## config.mk

```make
export PLATFORM = sky130hd
export DESIGN_NAME = if_fetch
export DESIGN_NICKNAME = d
export VERILOG_FILES = /design/src/rtl/if_fetch.sv
export SDC_FILE = /design/constraint.sdc
export NUM_CORES = 1
export LEC_CHECK = 0
export BUFFER_PORTS_ARGS = -buffer_cell sky130_fd_sc_hd__clkbuf_2
export CORE_MARGIN = 2
export CORE_UTILIZATION = 53
export DETAILED_ROUTE_END_ITERATION = 7
export PLACE_DENSITY = 0.84
export SLEW_MARGIN = 30
export SYNTH_ARGS = -nofsm -noshare
export SYNTH_HDL_FRONTEND = slang
export SYNTH_SLANG_ARGS = --single-unit
```

## constraint.sdc

```tcl
create_clock -name clk -period 5.8 [get_ports clk]
set_input_delay 0.29 -clock clk [delete_from_list [all_inputs] [get_ports clk]]
set_output_delay 0.29 -clock clk [all_outputs]
set_load 0.01 [all_outputs]
```

## src/rtl/if_fetch.sv

```systemverilog
// Instruction fetch: PC register, icache lookup and a byte-serial miss fill through
// the memory controller. One instruction per cycle on hits; honours stall and redirect.
module if_fetch #(
  parameter logic [31:0] RESET_PC = 32'h0
) (
  input  logic        clk,
  input  logic        rst,
  input  logic        stall_i,
  input  logic        branch_i,
  input  logic [31:0] branch_addr_i,
  output logic        icache_read_o,
  output logic [31:0] icache_read_addr_o,
  input  logic        icache_hit_i,
  input  logic [31:0] icache_inst_i,
  output logic        icache_write_o,
  output logic [31:0] icache_write_addr_o,
  output logic [31:0] icache_write_inst_o,
  output logic        mem_req_o,
  output logic [31:0] mem_addr_o,
  input  logic        mem_gnt_i,
  input  logic [7:0]  mem_data_i,
  output logic [31:0] if_pc_o,
  output logic [31:0] if_inst_o,
  output logic        if_valid_o
);

  typedef enum logic [1:0] {LOOKUP, FETCH, DONE} state_e;

  state_e          state_q, state_d;
  logic [31:0]     pc_q, pc_d;
  logic [2:0]      issue_q, issue_d;
  logic [2:0]      recv_q, recv_d;
  logic            gnt_dly_q, gnt_dly_d;
  logic [3:0][7:0] asm_q, asm_d;
  logic [31:0]     if_pc_q, if_pc_d;
  logic [31:0]     if_inst_q, if_inst_d;
  logic            if_valid_q, if_valid_d;
  logic            deliver;
  logic [31:0]     deliver_inst;

  always_comb begin
    state_d             = state_q;
    pc_d                = pc_q;
    issue_d             = issue_q;
    recv_d              = recv_q;
    gnt_dly_d           = 1'b0;
    asm_d               = asm_q;
    if_pc_d             = if_pc_q;
    if_inst_d           = if_inst_q;
    if_valid_d          = if_valid_q;
    deliver             = 1'b0;
    deliver_inst        = '0;
    icache_read_o       = 1'b0;
    icache_read_addr_o  = '0;
    icache_write_o      = 1'b0;
    icache_write_addr_o = '0;
    icache_write_inst_o = '0;
    mem_req_o           = 1'b0;
    mem_addr_o          = '0;

    unique case (state_q)
      LOOKUP: begin
        icache_read_o      = 1'b1;
        icache_read_addr_o = pc_q;
        if (icache_hit_i) begin
          if (!stall_i) begin
            deliver      = 1'b1;
            deliver_inst = icache_inst_i;
          end
        end else begin
          state_d = FETCH;
          issue_d = '0;
          recv_d  = '0;
        end
      end
      FETCH: begin
        mem_req_o  = (issue_q < 3'd4);
        mem_addr_o = pc_q + {29'b0, issue_q};
        if (mem_req_o && mem_gnt_i) issue_d = issue_q + 3'd1;
        // Flag marks that the byte on mem_data_i next cycle belongs to this fill.
        gnt_dly_d = mem_req_o && mem_gnt_i;
        if (gnt_dly_q) begin
          asm_d[recv_q[1:0]] = mem_data_i;
          recv_d             = recv_q + 3'd1;
          if (recv_q == 3'd3) state_d = DONE;
        end
      end
      DONE: begin
        icache_write_o      = 1'b1;
        icache_write_addr_o = pc_q;
        icache_write_inst_o = asm_q;
        if (!stall_i) begin
          deliver      = 1'b1;
          deliver_inst = asm_q;
          state_d      = LOOKUP;
        end
      end
      default: state_d = LOOKUP;
    endcase

    if (deliver) begin
      if_pc_d    = pc_q;
      if_inst_d  = deliver_inst;
      if_valid_d = 1'b1;
      pc_d       = pc_q + 32'd4;
    end else if (!stall_i) begin
      if_valid_d = 1'b0;
    end

    // Redirect overrides stall and any fill in progress; pending byte is dropped.
    if (branch_i) begin
      pc_d       = branch_addr_i & ~32'h3;
      if_valid_d = 1'b0;
      state_d    = LOOKUP;
      issue_d    = '0;
      recv_d     = '0;
      gnt_dly_d  = 1'b0;
    end
  end

  always_ff @(posedge clk) begin
    if (!rst) begin
      state_q    <= LOOKUP;
      pc_q       <= RESET_PC;
      issue_q    <= '0;
      recv_q     <= '0;
      gnt_dly_q  <= 1'b0;
      asm_q      <= '0;
      if_pc_q    <= '0;
      if_inst_q  <= '0;
      if_valid_q <= 1'b0;
    end else begin
      state_q    <= state_d;
      pc_q       <= pc_d;
      issue_q    <= issue_d;
      recv_q     <= recv_d;
      gnt_dly_q  <= gnt_dly_d;
      asm_q      <= asm_d;
      if_pc_q    <= if_pc_d;
      if_inst_q  <= if_inst_d;
      if_valid_q <= if_valid_d;
    end
  end

  assign if_pc_o    = if_pc_q;
  assign if_inst_o  = if_inst_q;
  assign if_valid_o = if_valid_q;

endmodule

```

Word-level counts from Yosys, hierarchy flattened. Index checks and enable logic that the tools add are counted.

Reduce and logical (&&, ||, !) cells: 11. $add $sub $neg: 4. Multiplexer cells: 31. Bitwise gates (word level): 2. Order comparisons: 3. Equal/unequal tests: 9.

Operator list (number): 32-bit 2-to-1 mux (9); 32-bit one-hot mux with 2 select lines (1); 32-bit by 3-bit adder with 32-bit output (1); 32-bit by 3-bit adder with 32-bit output (second input constant) (1); 32-bit bitwise mux (1); 8-bit demux with 2-bit select (1); 3-bit one-hot mux with 2 select lines (2); 2-bit inequality test (second input constant) (5); 3-bit 2-to-1 mux (3); 2-bit 2-to-1 mux (4); 8-bit 2-to-1 mux (1); 1-bit 2-to-1 mux (7); 3-bit by 1-bit adder with 3-bit output (second input constant) (2); 2-bit one-hot mux with 3 select lines (1); 3-bit AND reduction (2); 4-bit AND reduction (1); 2-bit nonzero test (2); 3-bit by 2-bit equality test with 1-bit output (second input constant) (1); 2-bit by 3-bit less-than comparator with 1-bit output (second input constant) (1); 3-bit less-than comparator (second input constant) (1); 3-bit OR reduction (1); 2-bit by 1-bit equality test with 1-bit output (second input constant) (1); 2-bit equality test (second input constant) (1); 2-bit by 1-bit greater-or-equal comparator with 1-bit output (second input constant) (1); 7 further kinds (9).

Bits in registers: 138. Output and inout bits: 196. Logic and storage cells: 73.

Logic depth before layout (Yosys ltp). Gate-level depths: netlist of the first run.

Depth in word-level cells: 5. Mapped depth: 7. Depth with buffers taken out: 6.

Least setup slack after synthesis of the first run. OpenSTA, ideal clock, no wires.

Path type: flip-flop to output port. From: reg pc_q[2]. To: out mem_addr_o[22]. Data required time: 5510 ps. Buffers on the path: 1. Stages on the path, launching flop included: 7. Setup slack: 3459 ps. Arrival time: 2051 ps. Cells stage by stage: dfxtp_1 > ha_1 > nand3_1 > or4b_4 > buf_6 > or3_1 > a21oi_1.

Cells in the longest elaborated chain, start to end: 2.

RTL lines: start: declaration (RTL line 30) `logic [31:0] pc_q, pc_d;`; start signal: assignment (RTL line 134) `pc_q <= pc_d;`; 32-bit by 3-bit adder with 32-bit output (RTL line 78) `mem_addr_o = pc_q + {29'b0, issue_q};`; 32-bit 2-to-1 mux (RTL line 61) `unique case (state_q)`; end: declaration (RTL line 19) `output logic [31:0] mem_addr_o,`.

Every way passes these cells.

Worst setup path after layout of the first run.
From: reg pc_q[2]. To: out mem_addr_o[14].

The elaborated chain is that of the path after synthesis.

==> results of run 1 <==
-- through the flow --
| stage | total power, mW | utilization | worst slack, ps | instances | hold slack (ps) |
|---|---|---|---|---|---|
| finish | 2.32 | 0.681 | 2590 | 1319 | 101 |
| global route | 2.40 | 0.681 | 2440 | 1319 | 108 |
| CTS | 2.32 | 0.679 | 2480 | 1319 | 85.0 |
| detailed placement | 1.26 | 0.635 | 2930 | 1287 | 451 |
| global placement | 1.26 | 0.632 | 2950 | 1286 | 447 |
| floorplan | 1.17 | - | 3460 | 930 | 421 |
-- sequential cells by signal, summed over array words and instances, names as in the netlist --
signal,count
asm_q,32
if_inst_o,32
if_pc_o,30
pc_q,30
issue_q,3
recv_q,3
state_q,2
gnt_dly_q,1
if_valid_o,1
-- final cells by class --
type	instances	area, um2	share of cell area
multi-input combinational	694	4050	0.451
sequential	134	2680	0.299
timing repair buffer	272	1400	0.156
clock buffer	21	460	0.0513
tap	176	220	0.0245
clock inverter	11	125	0.0139
inverter	11	41.3	0.00460
-- Yosys cell counts, types with 17 or more instances --
master / number / share of area
a211oi_1: 32 / 0.034
a21oi_1: 35 / 0.025
dfxtp_1: 134 / 0.38
nor2_1: 74 / 0.039
nand4_1: 17 / 0.015
xor2_1: 22 / 0.027
nand2_1: 156 / 0.082
nor3_1: 21 / 0.015
clkbuf_1: 60 / 0.032
xnor2_1: 31 / 0.038
o21ai_0: 64 / 0.045
and2_1: 90 / 0.079
a21boi_0: 62 / 0.065
-- final timing paths --
check	start	to	slack [ps]	depth (start not counted)
worst max register to register	state_q[1]$_SDFFE_PP0P_	if_inst_o[8]$_SDFFE_PN0P_	3310	6
worst max-delay path	pc_q[2]$_SDFFE_PN0P_	mem_addr_o[14]	2590	6
worst min-delay path	branch_addr_i[3]	pc_q[3]$_SDFFE_PN0P_	100	2
worst min register to register	if_pc_o[28]$_SDFFE_PN0P_	if_pc_o[28]$_SDFFE_PN0P_	460	2
-- power groups by stage --
stage	registers, mW	clock network (mW)	logic [mW]
after global routing	1.01	1.12	0.264
after detailed placement	1.03	0	0.237
final	1.01	1.07	0.240
after floorplan	1.00	0	0.162
after CTS	1.01	1.08	0.239
after global placement	1.02	0	0.232
-- kinds of logic after synthesis --
kind of cell / share of synthesized area
and+or+nand+nor: 0.295
other: 0.000527
DFF: 0.377
buffers and inverters: 0.0635
xor gates and xnor gates: 0.0653
adders and majority gates: 0.0158
AOI/OAI and AO/OA: 0.182
muxes: 0.00141
-- layer usage --
layer / share of wire / wire length, um
met2: 0.47 / 10200
met1: 0.44 / 9470
met4: 0.021 / 446
met3: 0.071 / 1530
met5: 0 / 0
-- worst max-delay path: stages, from the launching register on --
cell	delay (ps)
dfxtp_1	480
ha_1	330
nand3_1	230
or4b_4	670
or3_2	480
a21oi_1	150
clkbuf_2	160
==> results.tsv, run 1 <==
metric	value	unit
CTS root buf	clkbuf_16	
Yosys warnings	0	
fraction of layout cells with a size suffix above 1	0.276	
Die Area	14400	um2
Clk pwr share	0.462	
f_max	312	MHz
Chip Height	120	um
met2 GRT Util	0.476	
initial antenna violation count	0	
asr flop ratio synth	0	
CP Capture Type	output port	
Worst Path Arrival	2920	ps
DRC viols	0	
Iteration-0 DRC Markers	494	
sequential power share	0.435	
nets@finish	1217	
final hold violations	0	
switching fraction of total power	0.261	
final period utilization	0.553	
Pwr per Cell Area	258	nW/um2
Final Critical Period	3210	ps
Worst Setup Start Kind	flip-flop	
Sink Count	134	
clock slew at reported path FFs	60	ps
total number of vias	7248	
first-pass GRT wire length	33700	um
sequential fraction of the synthesis area	0.377	
ANT nets after route	0	
Post-CTS Hold Buffers	0	
Vias/cell	5.50	
grt total ovfl	0	
post-DP HPWL	15100	um
I/O pin total	274	
DR WL/cell	16.4	um
worst skew pair latency	420	ps
row count	42	
final WL	21600	um
DRT Pass-1 Iters	4	
HP Class	in2reg	
H-tree depth	4	
Initial Util	0.539	
max_cap viols	0	
RD Place Congestion	0.913	
design area	8980	um2
Max Slew Vio Count	0	
VDD IR max	167	uV
Worst Max-Slew Pin Slew	807	ps
GR met1 Demand/Resource	0.387	
TritonCTS Buffers	17	
vias in the first global route	6455	
Synth cell types	45	
FILL cells	1129	
clk buf depth	2	
largest net degree at the start of global routing	67	
Post-Route Setup TNS	0	ps
port buffer count	265	
Top FF cell, synth	dfxtp_1	
Clock Skew	6.75	ps
Area after DPL	8370	um2
RSZ-0062 raised after global routing	no	
Required @ worst endpoint	5510	ps
CP max FO	13	
number of flops mapped to enable cells by yosys	0	
sw power	0.605	mW
CTS tree	built	
cells after synthesis	925	
Comb pwr share	0.103	
commonest cells after routing, fill and taps aside	264 x clkbuf_2, 156 x nand2_1, 134 x dfxtp_1	
die width	120	um
Max-slew headroom	0.461	
n_diodes	0	
GR Layer Usage met3	0.0580	
setup bufs post-CTS	0	
register bit total from synthesis	134	
core region area	13200	um2
total track usage	0.293	
Avg Inst Size Synth	7.69	um2
status	completed	
final number of setup-violating endpoints	0	
Netlist Area Pre-Place	7110	um2
Internal Pwr Total	1.71	mW
leak pwr	3.79	nW
post-CTS sizing	0	
GRT busiest layer	met2	
P&R area growth vs syn	26.2	%
most common cell after layout, fill and taps aside	clkbuf_2	
WS Path Type	reg2out	
(Power assumes the default switching activity.)
==> inputs of run 2 (changes only) <==
--- a/config.mk
+++ b/config.mk
@@ -7,9 +7,9 @@
 export LEC_CHECK = 0
 export BUFFER_PORTS_ARGS = -buffer_cell sky130_fd_sc_hd__clkbuf_2
 export CORE_MARGIN = 2
-export CORE_UTILIZATION = 53
+export CORE_UTILIZATION = 50
 export DETAILED_ROUTE_END_ITERATION = 7
-export PLACE_DENSITY = 0.84
+export PLACE_DENSITY = 0.79
 export SLEW_MARGIN = 30
 export SYNTH_ARGS = -nofsm -noshare
 export SYNTH_HDL_FRONTEND = slang
==> constraint.sdc (replaced) <==
create_clock -name clk -period 3.1 [get_ports clk]
set_input_delay 0.155 -clock clk [delete_from_list [all_inputs] [get_ports clk]]
set_output_delay 0.155 -clock clk [all_outputs]
set_load 0.01 [all_outputs]
==> run 2 against run 1 <==
Against the previous run: utilization fell by 0.14 points; non-clock buffer count rose by 45; worst hold slack got worse by 87 ps; first-iteration DRC count rose by 32%; cell count rose by 3.6%; largest power group unchanged; clock power rose by 100%; critical path depth did not move; clock-buffer cell count rose by 1.
==> results.tsv, run 2 (synthesis gave the netlist of run 1 again) <==
metric	value	unit
status	completed	
final period utilization	0.947	
I/O pin total	274	
first-pass GRT wire length	34600	um
Area after DPL	8450	um2
row count	43	
fraction of layout cells with a size suffix above 1	0.273	
Post-Route Setup TNS	0	ps
worst skew pair latency	420	ps
clk buf depth	2	
multi-input logic area	4030	um2
Chip Height	123	um
clock slew at reported path FFs	60	ps
Worst Path Arrival	2780	ps
Finished Layout Cells	1366	
DRC viols	0	
largest net degree at the start of global routing	67	
Placement Setup Slack	581	ps
grt total ovfl	0	
Sink Count	134	
GR met1 Demand/Resource	0.389	
die width	123	um
RSZ-0062 raised after global routing	no	
TritonCTS Buffers	17	
final hold violations	0	
Vias/cell	5.45	
CTS tree	built	
slowest stage delay, CP	700	ps
most common cell after layout, fill and taps aside	clkbuf_2	
GRT busiest layer	met2	
Worst Setup Start Kind	flip-flop	
Pwr per Cell Area	480	nW/um2
FILL cells	1157	
max_cap viols	0	
post-DP HPWL	15100	um
design area	9430	um2
slowest CP cell	or4b_4	
Die Area	15200	um2
hold_ws	14.4	ps
nets@finish	1262	
total track usage	0.290	
leak pwr	3.99	nW
met2 GRT Util	0.470	
Initial Util	0.512	
HP Class	in2reg	
port buffer count	265	
setup ws final	164	ps
Clock Skew	6.73	ps
commonest cells after routing, fill and taps aside	264 x clkbuf_2, 156 x nand2_1, 133 x dfxtp_1	
n_diodes	0	
f_max	341	MHz
DR WL/cell	16.4	um
Required @ worst endpoint	2940	ps
CP max FO	13	
FF/Latch Area	2680	um2
P&R area growth vs syn	32.5	%
Max Slew Vio Count	0	
CP Capture Type	output port	
final WL	22400	um
WS Path Type	reg2out	
total number of vias	7446	
CTS root buf	clkbuf_16	
worst path cell trace	ha_2, nand3_1, or4b_4, or3_2, a21oi_1, clkbuf_2	
vias in the first global route	6857	
ANT nets after route	0	
DP Cell Count	1301	
initial antenna violation count	0	
core region area	13900	um2
Iteration-0 DRC Markers	653	
GR Layer Usage met3	0.0512	
final number of setup-violating endpoints	0	
Worst Max-Slew Pin Slew	954	ps
H-tree depth	4	
Final Critical Period	2940	ps
DRT Pass-1 Iters	6	
VDD IR max	372	uV
Max-slew headroom	0.362	
RD Place Congestion	0.875	
run 2: cell count changes in the layout (fill, tap and decap cells not counted), sizes merged:
cell and change:
dlygate4sd3 +34, buf +11, clkinv -4, bufinv +2, clkbuf +1, clkinvlp -1
run 2: path summary, 6_finish.rpt:
kind	slack, ps	cells after the start	end	from
setup / recovery	160	6	mem_addr_o[14]	pc_q[2]$_SDFFE_PN0P_
hold / removal	10	3	pc_q[19]$_SDFFE_PN0P_	branch_addr_i[19]
setup reg to reg	890	5	pc_q[26]$_SDFFE_PN0P_	pc_q[3]$_SDFFE_PN0P_
hold reg to reg	460	2	asm_q[11]$_SDFFE_PN0P_	asm_q[11]$_SDFFE_PN0P_
run 2: layout make-up:
type | instances | area share
Sequential cell | 134 | 0.285
Tap cell | 180 | 0.0239
Timing Repair Buffer | 317 | 0.194
Clock buffer | 22 | 0.0503
Multi-Input combinational cell | 694 | 0.427
Inverter | 11 | 0.00438
Clock inverter | 8 | 0.0155
run 2: where the power goes:
part	internal (mW)	total (mW)	leakage [nW]	switching (mW)
combinational	0.225	0.508	2.60	0.283
clock	1.40	2.14	0.302	0.738
sequential	1.79	1.88	1.09	0.0844
total	3.42	4.52	3.99	1.11
run 2: metal layers:
| layer | routed length [um] | vias up |
|---|---|---|
| met5 | 0 | - |
| met4 | 489 | 0 |
| met3 | 1430 | 44 |
| met2 | 10600 | 311 |
| met1 | 9900 | 3494 |
| li1 | - | 3597 |
run 2: critical path, delay by kind of cell, from the launching register on:
| family | cells | cell delay [ps] |
|---|---|---|
| and+or+nand+nor | 3 | 1380 |
| DFF | 1 | 400 |
| adders and majority gates | 1 | 270 |
| AOI/OAI and AO/OA | 1 | 160 |
| buffers and inverters | 1 | 150 |
run 2: repair_timing:
action | in CTS | in global routing
buffers inserted | 0 | 1
gates resized for setup | 0 | 2
endpoints found under the hold margin | 33 | 1
hold buffers | 33 | 1
setup endpoints to repair | 0 | 3
run 2: per-stage QoR:
step / total power [mW] / util
final: 4.52 / 0.679
after global routing: 4.68 / 0.679
after CTS: 4.54 / 0.678
after detailed placement: 2.38 / 0.609
after global placement: 2.37 / 0.609
after floorplan: 2.18 / -
